[src/rtl/reg_access_pkg.sv]
// ---------------------------------------------------------------------------
// reg_access_pkg
// Shared definitions for the register access sequencer: the data width of
// the attached register, the sequencer state encoding and the request
// operation encoding carried on req_write.
// ---------------------------------------------------------------------------
package reg_access_pkg;

    localparam int DATA_W = 16;

    typedef enum logic [2:0] {
        IDLE = 3'd0,
        WR   = 3'd1,
        RD   = 3'd2,
        CAP  = 3'd3,
        RESP = 3'd4
    } state_e;

    typedef enum logic {
        OP_READ  = 1'b0,
        OP_WRITE = 1'b1
    } op_e;

endpackage

[src/rtl/reg_access_seq.sv]
// ---------------------------------------------------------------------------
// reg_access_seq
// Sequences single host requests (read or write) onto a 16-bit register
// with write_enable / read_enable strobes, and returns exactly one response
// per accepted request through a valid/ready handshake.
//
// Ports
//   clk, reset                 rising-edge clock, synchronous active-high reset
//   req_valid/req_ready        request handshake (ready only while idle)
//   req_write, req_wdata       operation (1 = write) and write data
//   rsp_valid/rsp_ready        response handshake, held until accepted
//   rsp_rdata, rsp_err         read data / read-back value, mismatch flag
//   reg_write_enable,
//   reg_read_enable,
//   reg_data_in                strobes and data towards the register
//   reg_data_out               register output, valid one edge after a read
//
// Build option
//   REG_ACCESS_VERIFY_EN       when defined, every write is followed by a
//                              read-back; rsp_rdata returns the read-back
//                              value and rsp_err flags a mismatch.
// ---------------------------------------------------------------------------
module reg_access_seq
    import reg_access_pkg::*;
(
    input  logic              clk,
    input  logic              reset,
    input  logic              req_valid,
    output logic              req_ready,
    input  logic              req_write,
    input  logic [DATA_W-1:0] req_wdata,
    output logic              rsp_valid,
    input  logic              rsp_ready,
    output logic [DATA_W-1:0] rsp_rdata,
    output logic              rsp_err,
    output logic              reg_write_enable,
    output logic              reg_read_enable,
    output logic [DATA_W-1:0] reg_data_in,
    input  logic [DATA_W-1:0] reg_data_out
);

`ifdef REG_ACCESS_VERIFY_EN
    localparam bit VERIFY_EN = 1'b1;
`else
    localparam bit VERIFY_EN = 1'b0;
`endif

    state_e state;
    op_e    op;

    // Every output is a flop loaded together with the next state, so the
    // strobe for a state is visible for exactly the cycle spent in it.
    always_ff @(posedge clk) begin
        if (reset) begin
            state            <= IDLE;
            op               <= OP_READ;
            req_ready        <= 1'b1;
            rsp_valid        <= 1'b0;
            rsp_rdata        <= '0;
            rsp_err          <= 1'b0;
            reg_write_enable <= 1'b0;
            reg_read_enable  <= 1'b0;
            reg_data_in      <= '0;
        end else begin
            unique case (state)
                IDLE: begin
                    if (req_valid && req_ready) begin
                        req_ready   <= 1'b0;
                        reg_data_in <= req_wdata;
                        op          <= op_e'(req_write);
                        if (req_write) begin
                            state            <= WR;
                            reg_write_enable <= 1'b1;
                        end else begin
                            state           <= RD;
                            reg_read_enable <= 1'b1;
                        end
                    end
                end
                WR: begin
                    reg_write_enable <= 1'b0;
                    if (VERIFY_EN) begin
                        // Read the value straight back so CAP can compare it
                        // against the data just written.
                        state           <= RD;
                        reg_read_enable <= 1'b1;
                    end else begin
                        state     <= RESP;
                        rsp_valid <= 1'b1;
                        rsp_rdata <= '0;
                        rsp_err   <= 1'b0;
                    end
                end
                RD: begin
                    // The register presents its data one edge after the
                    // read strobe, so CAP waits a cycle before sampling.
                    reg_read_enable <= 1'b0;
                    state           <= CAP;
                end
                CAP: begin
                    state     <= RESP;
                    rsp_valid <= 1'b1;
                    rsp_rdata <= reg_data_out;
                    rsp_err   <= VERIFY_EN && (op == OP_WRITE) &&
                                 (reg_data_out != reg_data_in);
                end
                RESP: begin
                    if (rsp_ready) begin
                        state     <= IDLE;
                        rsp_valid <= 1'b0;
                        rsp_err   <= 1'b0;
                        req_ready <= 1'b1;
                    end
                end
                default: begin
                    // Unreachable encodings fall back to a clean idle.
                    state            <= IDLE;
                    req_ready        <= 1'b1;
                    rsp_valid        <= 1'b0;
                    rsp_err          <= 1'b0;
                    reg_write_enable <= 1'b0;
                    reg_read_enable  <= 1'b0;
                end
            endcase
        end
    end

endmodule

[config.mk]
export PLATFORM = sky130hd
export DESIGN_NAME = reg_access_seq
export DESIGN_NICKNAME = d
export VERILOG_FILES = /design/src/rtl/reg_access_pkg.sv /design/src/rtl/reg_access_seq.sv
export SDC_FILE = /design/constraint.sdc
export NUM_CORES = 1
export LEC_CHECK = 0
export ABC_AREA = 1
export BUFFER_PORTS_ARGS = -buffer_cell sky130_fd_sc_hd__buf_2
export CAP_MARGIN = 40
export CORE_UTILIZATION = 40
export CTS_BUF_LIST = sky130_fd_sc_hd__clkbuf_8
export DETAILED_ROUTE_END_ITERATION = 12
export PLACE_DENSITY = 0.72
export RECOVER_POWER = 50
export SYNTH_ARGS = -nofsm -noshare
export SYNTH_HDL_FRONTEND = slang
export SYNTH_SLANG_ARGS = --single-unit
[constraint.sdc]
create_clock -name clk -period 3.69 [get_ports clk]
set_clock_uncertainty 0.2 [all_clocks]
set_input_delay 0.1845 -clock clk [delete_from_list [all_inputs] [get_ports clk]]
set_output_delay 0.1845 -clock clk [all_outputs]
set_load 0.02 [all_outputs]
# After elaboration in Yosys (flattened, before gate mapping)
# Index checks and enable logic that the tools add are counted.
# classes
bitwise_logic,4
n_reduce_logical,14
n_eq_ne,8
n_mux,17
# op_table
operator,count
16-bit one-hot mux with 2 select lines,1
3-bit one-hot mux with 4 select lines,1
3-bit AND reduction,3
3-bit OR reduction,3
"2-bit inequality test, second input constant",4
1-bit 2-to-1 mux,7
"3-bit by 2-bit equality test with 1-bit output, second input constant",2
3-bit 2-to-1 mux,2
1-bit one-hot mux with 2 select lines,3
1-bit one-hot mux with 3 select lines,2
2-bit AND reduction,3
1-bit inverter,4
2-bit OR reduction,2
"3-bit by 1-bit equality test with 1-bit output, second input constant",1
"3-bit equality test, second input constant",1
3-bit logical NOT,1
2-bit 2-to-1 mux,1
2-bit nonzero test,1
1-bit logical AND,1
# word_totals
out_inout_bits,37
word_cells,51
regBits,40
input_bits,37

# Logic depth before layout (Yosys ltp)
# depth
word_depth,4
depth_mapped,7
ltp_nobuf,6

# Worst setup path before layout
# Ideal clock, no wire load.
# synth_timing
path_kind,reg-to-reg
start,register req_ready
end,register reg_data_in[10]
setup_ns,0.138
required_time_ns,3.352
path_stages_with_launch,7
t_arrival_ns,1.142
n_path_buf,1
path_slack_ns,2.211
synth_period_minus_slack_ns,1.479
cell_sequence,dfxtp_1 -> nand2_1 -> nor2_8 -> inv_4 -> buf_6 -> nand2_1 -> a21oi_2
# synth_between
elab_chain_cells,2
# synth_lines
item,line_no,rtl
start: declaration,reg_access_seq.sv:29,"output logic req_ready,"
start signal: assignment,reg_access_seq.sv:57,req_ready <= 1'b1;
start signal: assignment,reg_access_seq.sv:68,req_ready <= 1'b0;
start signal: assignment,reg_access_seq.sv:112,req_ready <= 1'b1;
1-bit logical AND,reg_access_seq.sv:67,if (req_valid && req_ready) begin
2-bit AND reduction (no line),--,
end signal: assignment,reg_access_seq.sv:69,reg_data_in <= req_wdata;
end: declaration,reg_access_seq.sv:38,"output logic [DATA_W-1:0] reg_data_in,"
# Every way passes these cells.
# A chain may end at the register's enable or synchronous reset.

# Final worst setup path
# layout_timing
start,register state[0]
end,register reg_read_enable
# layout_between
elab_chain_cells,4
elab_cells_between_ends,10
classes_between,eq/ne: 5; mux: 1; bitwise: 1; reduce/logical: 3
# layout_lines
item,line_no,rtl
start: declaration,reg_access_seq.sv:48,state_e state;
start signal: assignment,reg_access_seq.sv:55,state <= IDLE;
start signal: assignment,reg_access_seq.sv:72,state <= WR;
start signal: assignment,reg_access_seq.sv:75,state <= RD;
3-bit equality test (tied with other cells),reg_access_seq.sv:65,unique case (state)
3-bit OR reduction (no line),--,
1-bit inverter (no line),--,
3-bit AND reduction (no line),--,
end signal: assignment,reg_access_seq.sv:62,reg_read_enable <= 1'b0;
end signal: assignment,reg_access_seq.sv:76,reg_read_enable <= 1'b1;
end signal: assignment,reg_access_seq.sv:86,reg_read_enable <= 1'b1;
end: declaration,reg_access_seq.sv:37,"output logic reg_read_enable,"
# Several ways; a longest one is shown, not always the timed one.

==> summary.log <==
INFO  sta            maxSlewHeadroom=23.4%
INFO  cts            htree_levels=2
INFO  floorplanning  pin_count=74
INFO  synth          synthesis.nets=221
INFO  power_and_ir_drop ir_worst_vdd=300uV
INFO  layout         final_cell_count_no_fill=333
INFO  sta            timing.setup.tns=0ns
INFO  synth          synth_commonest_cells=sky130_fd_sc_hd__nand2_1 (54), sky130_fd_sc_hd__dfxtp_1 (39), sky130_fd_sc_hd__a21oi_1 (26), sky130_fd_sc_hd__nand3_1 (22), sky130_fd_sc_hd__a21oi_2 (10)
INFO  place          port_buffers=72
INFO  setup_path     timing_worst_setup_path_type=reg -> reg
INFO  sta            hold_viol=0
INFO  routing        dr.first_iter.drc_count=102
INFO  layout         finalCoreUtilization=61.2%
INFO  layout         num-nets-final=321
INFO  run_status     status=complete, no violations
INFO  synth          post_synth_arst_share=0%
INFO  synth          post-synth-top-area-fraction=51.1%
INFO  global_route   antenna_found_initial=0
INFO  synth          syn_area=1530um^2
INFO  cts            cts_post_setup_buffers_inserted=0
INFO  power_and_ir_drop p_comb_share=24.8%
INFO  sta            setup_viol=0
INFO  layout         multi_input_combinational_cell_area=637um^2
INFO  floorplanning  floorplan.core_area=3660um^2
INFO  cts            cts_root_buf=sky130_fd_sc_hd__clkbuf_8
INFO  power_and_ir_drop switching_share=32.2%
INFO  setup_path     r2r-start=state[0]
INFO  power_and_ir_drop relative_contribution_of_sequential_cells_to_total_power=45.8%
INFO  place          globalplace.congestion=0.723
INFO  job            maxCapViolations=0
INFO  cts            cts.reportedPaths.clkPinSlew=0.07ns
INFO  synth          seq_cells_post_synth=39
INFO  setup_path     critical_path.startpoint=state[0]
INFO  synth          synth_cells=184
INFO  hold_path      hold_start=rsp_ready
INFO  sta            timing_worst_slew_pin_value=1.14ns
INFO  cts            cts_buffers=5
INFO  layout         flow.area_growth_from_synthesis=46.9%
INFO  routing        wire_per_inst=11.8um
INFO  routing        first_pass_iters=8
INFO  synth          synth_largest_area_cell=sky130_fd_sc_hd__dfxtp_1
INFO  place          placed_cells_incl_taps=293
INFO  power_and_ir_drop internal_power=721uW
INFO  synth          synthesis.yosys.warnings=0
INFO  layout         proportion_of_layout_cells_with_a_drive_suffix_above_1=21.1%
INFO  sta            report.final.slew_viol_count=0
INFO  floorplanning  fp.dieH=63.8um
INFO  power_and_ir_drop switchingPower=343uW
INFO  synth          synthTopCellsByArea=sky130_fd_sc_hd__dfxtp_1 (51%), sky130_fd_sc_hd__nand2_1 (13%), sky130_fd_sc_hd__a21oi_1 (8.5%), sky130_fd_sc_hd__nand3_1 (7.2%), sky130_fd_sc_hd__a21oi_2 (5.7%)
INFO  power_and_ir_drop p_per_area=475nW/um^2
INFO  sta            timing.fmax=430MHz
INFO  hold_path      worstHoldPathType=in -> reg
INFO  global_route   first_pass_grt_wire_length=6.67mm
INFO  synth          synth_enable_flop_cells=0
INFO  floorplanning  floorplan.die_area=4070um^2
INFO  layout         design_area=2240um^2
INFO  sta            rsz_0062_raised_after_global_routing=false
INFO  routing        drt-total-wl=3.93mm
INFO  setup_path     cp_data_arrival_time=2.35ns
INFO  sta            finalCritPeriodShare=63.1%
INFO  sta            finalCriticalPeriod=2.33ns
INFO  global_route   gr-usage-all-layers=21.3%
INFO  global_route   grt_max_degree=39
INFO  place          placed_cell_area=1870um^2
INFO  setup_path     worst_ep_required_time=3.71ns
INFO  global_route   vias_in_the_first_global_route=1539
INFO  synth          synth_flop_cell=sky130_fd_sc_hd__dfxtp_1
INFO  synth          synthesis.area_per_instance=8.30um^2
INFO  cts            clk-insertion-delay-late=0.29ns
INFO  synth          synth.most_common_cell=sky130_fd_sc_hd__nand2_1
INFO  layout         antenna_cells_inserted=0
INFO  cts            cts_tree=built
INFO  setup_path     worst-path-max-fanout=19
INFO  floorplanning  floorplan.die.width=63.8um
INFO  setup_path     critPathCaptureType=register
INFO  power_and_ir_drop pwr-share-clk=29.3%
INFO  sta            whs=0.0161ns
INFO  floorplanning  num_rows=22
INFO  cts            number_of_buffers_between_clock_root_and_the_deepest_sink=2
INFO  layout         seqCellArea=781um^2
INFO  routing        vias=1589
INFO  global_route   gr-total-overflow=0
INFO  routing        viasPerCell=4.77
INFO  synth          synth_cell_type_count=24
INFO  place          detailed_place_hpwl=2.32mm
INFO  setup_path     worst_setup_path_start_kind=register
INFO  power_and_ir_drop cellLeakagePower=0.871nW
INFO  cts            clock_sink_count=39
INFO  synth          synth.yosys.seq_area_share=51.1%
INFO  routing        drc_errors=0
INFO  layout         fillers=353
INFO  floorplanning  initial_util=41.7%
INFO  routing        ant_nets=0
-- per-stage QoR --
stage	power [mW]	setup WS, ns
after global routing	1.13	1.04
after floorplan	0.684	2.21
after detailed placement	0.745	1.92
after CTS	1.08	1.90
final	1.06	1.36
after global placement	0.741	1.94
-- final cells by class --
class                           instances  share of cell area, %
Timing Repair Buffer                  104                   28.3
Multi-Input combinational cell        127                   28.4
Clock buffer                            7                   4.30
Sequential cell                        39                   34.8
Inverter                                7                   1.28
Clock inverter                          1                  0.167
Tap cell                               48                   2.68
-- routing by layer --
metal,up-vias,GRT usage [%],wire length [um]
met4,0,10.8,76
met2,53,34.3,1900
met3,6,6.79,201
met5,-,0,0
li1,800,-,-
met1,730,25.4,1750
-- path summary, 6_finish.rpt --
kind	endpoint	slack, ns	cells after the start
setup reg to reg	reg_read_enable	1.36	6
setup / recovery	reg_read_enable	1.36	6
hold reg to reg	req_ready	0.26	2
hold / removal	state[2]	0.02	3
-- registers in the layout, indices dropped and copies added, names as in the netlist --
signal,count
reg_data_in,16
reg_read_enable,1
reg_write_enable,1
req_ready,1
rsp_rdata,16
rsp_valid,1
state,3
-- cells in the final DEF (no fill, tap or decap) --
cell                             n
sky130_fd_sc_hd__nor2_8          1
sky130_fd_sc_hd__nand2_4         1
sky130_fd_sc_hd__conb_1          1
sky130_fd_sc_hd__nor3_1          2
sky130_fd_sc_hd__nand2_2         2
sky130_fd_sc_hd__nand3_1        22
sky130_fd_sc_hd__a21oi_1        26
sky130_fd_sc_hd__nand2_1        54
sky130_fd_sc_hd__nand3b_1        1
sky130_fd_sc_hd__clkbuf_8        7
sky130_fd_sc_hd__a21oi_2        10
sky130_fd_sc_hd__clkbuf_1       36
sky130_fd_sc_hd__o21ai_0         3
sky130_fd_sc_hd__nor2_4          1
sky130_fd_sc_hd__o21a_1          1
sky130_fd_sc_hd__buf_2          36
sky130_fd_sc_hd__nor2_1          2
sky130_fd_sc_hd__dlygate4sd3_1  32
sky130_fd_sc_hd__dfxtp_1        39
sky130_fd_sc_hd__inv_1           6
sky130_fd_sc_hd__inv_4           1
sky130_fd_sc_hd__inv_2           1
-- logic make-up after synthesis --
| logic type | Yosys count | synth area share [%] |
|---|---|---|
| and+or+nand+nor | 86 | 26.2 |
| AOI/OAI and AO/OA | 40 | 15.7 |
| DFF | 39 | 51.1 |
| buffers and inverters | 18 | 6.64 |
| other | 1 | 0.246 |
-- critical path, stage by stage (launching register included) --
cell and delay [ns]:
sky130_fd_sc_hd__dfxtp_1 0.39, sky130_fd_sc_hd__inv_1 0.06, sky130_fd_sc_hd__nor2_1 0.86, sky130_fd_sc_hd__inv_2 0.38, sky130_fd_sc_hd__nand3_1 0.19, sky130_fd_sc_hd__nand2_1 0.06, sky130_fd_sc_hd__a21oi_1 0.11
-- what timing repair did --
| action | in CTS | in global routing |
|---|---|---|
| hold endpoints to repair | 32 | 0 |
| hold buffers | 32 | 0 |
| gates resized for setup | 0 | 0 |
-- power groups by stage --
stage	clock network, mW	logic [mW]	registers [mW]
floorplan	0	0.157	0.527
global placement	0	0.245	0.497
detailed placement	0	0.249	0.496
CTS	0.316	0.275	0.487
global route	0.340	0.293	0.493
finish	0.312	0.264	0.488
Note: power is estimated with default switching activity, not from simulation.
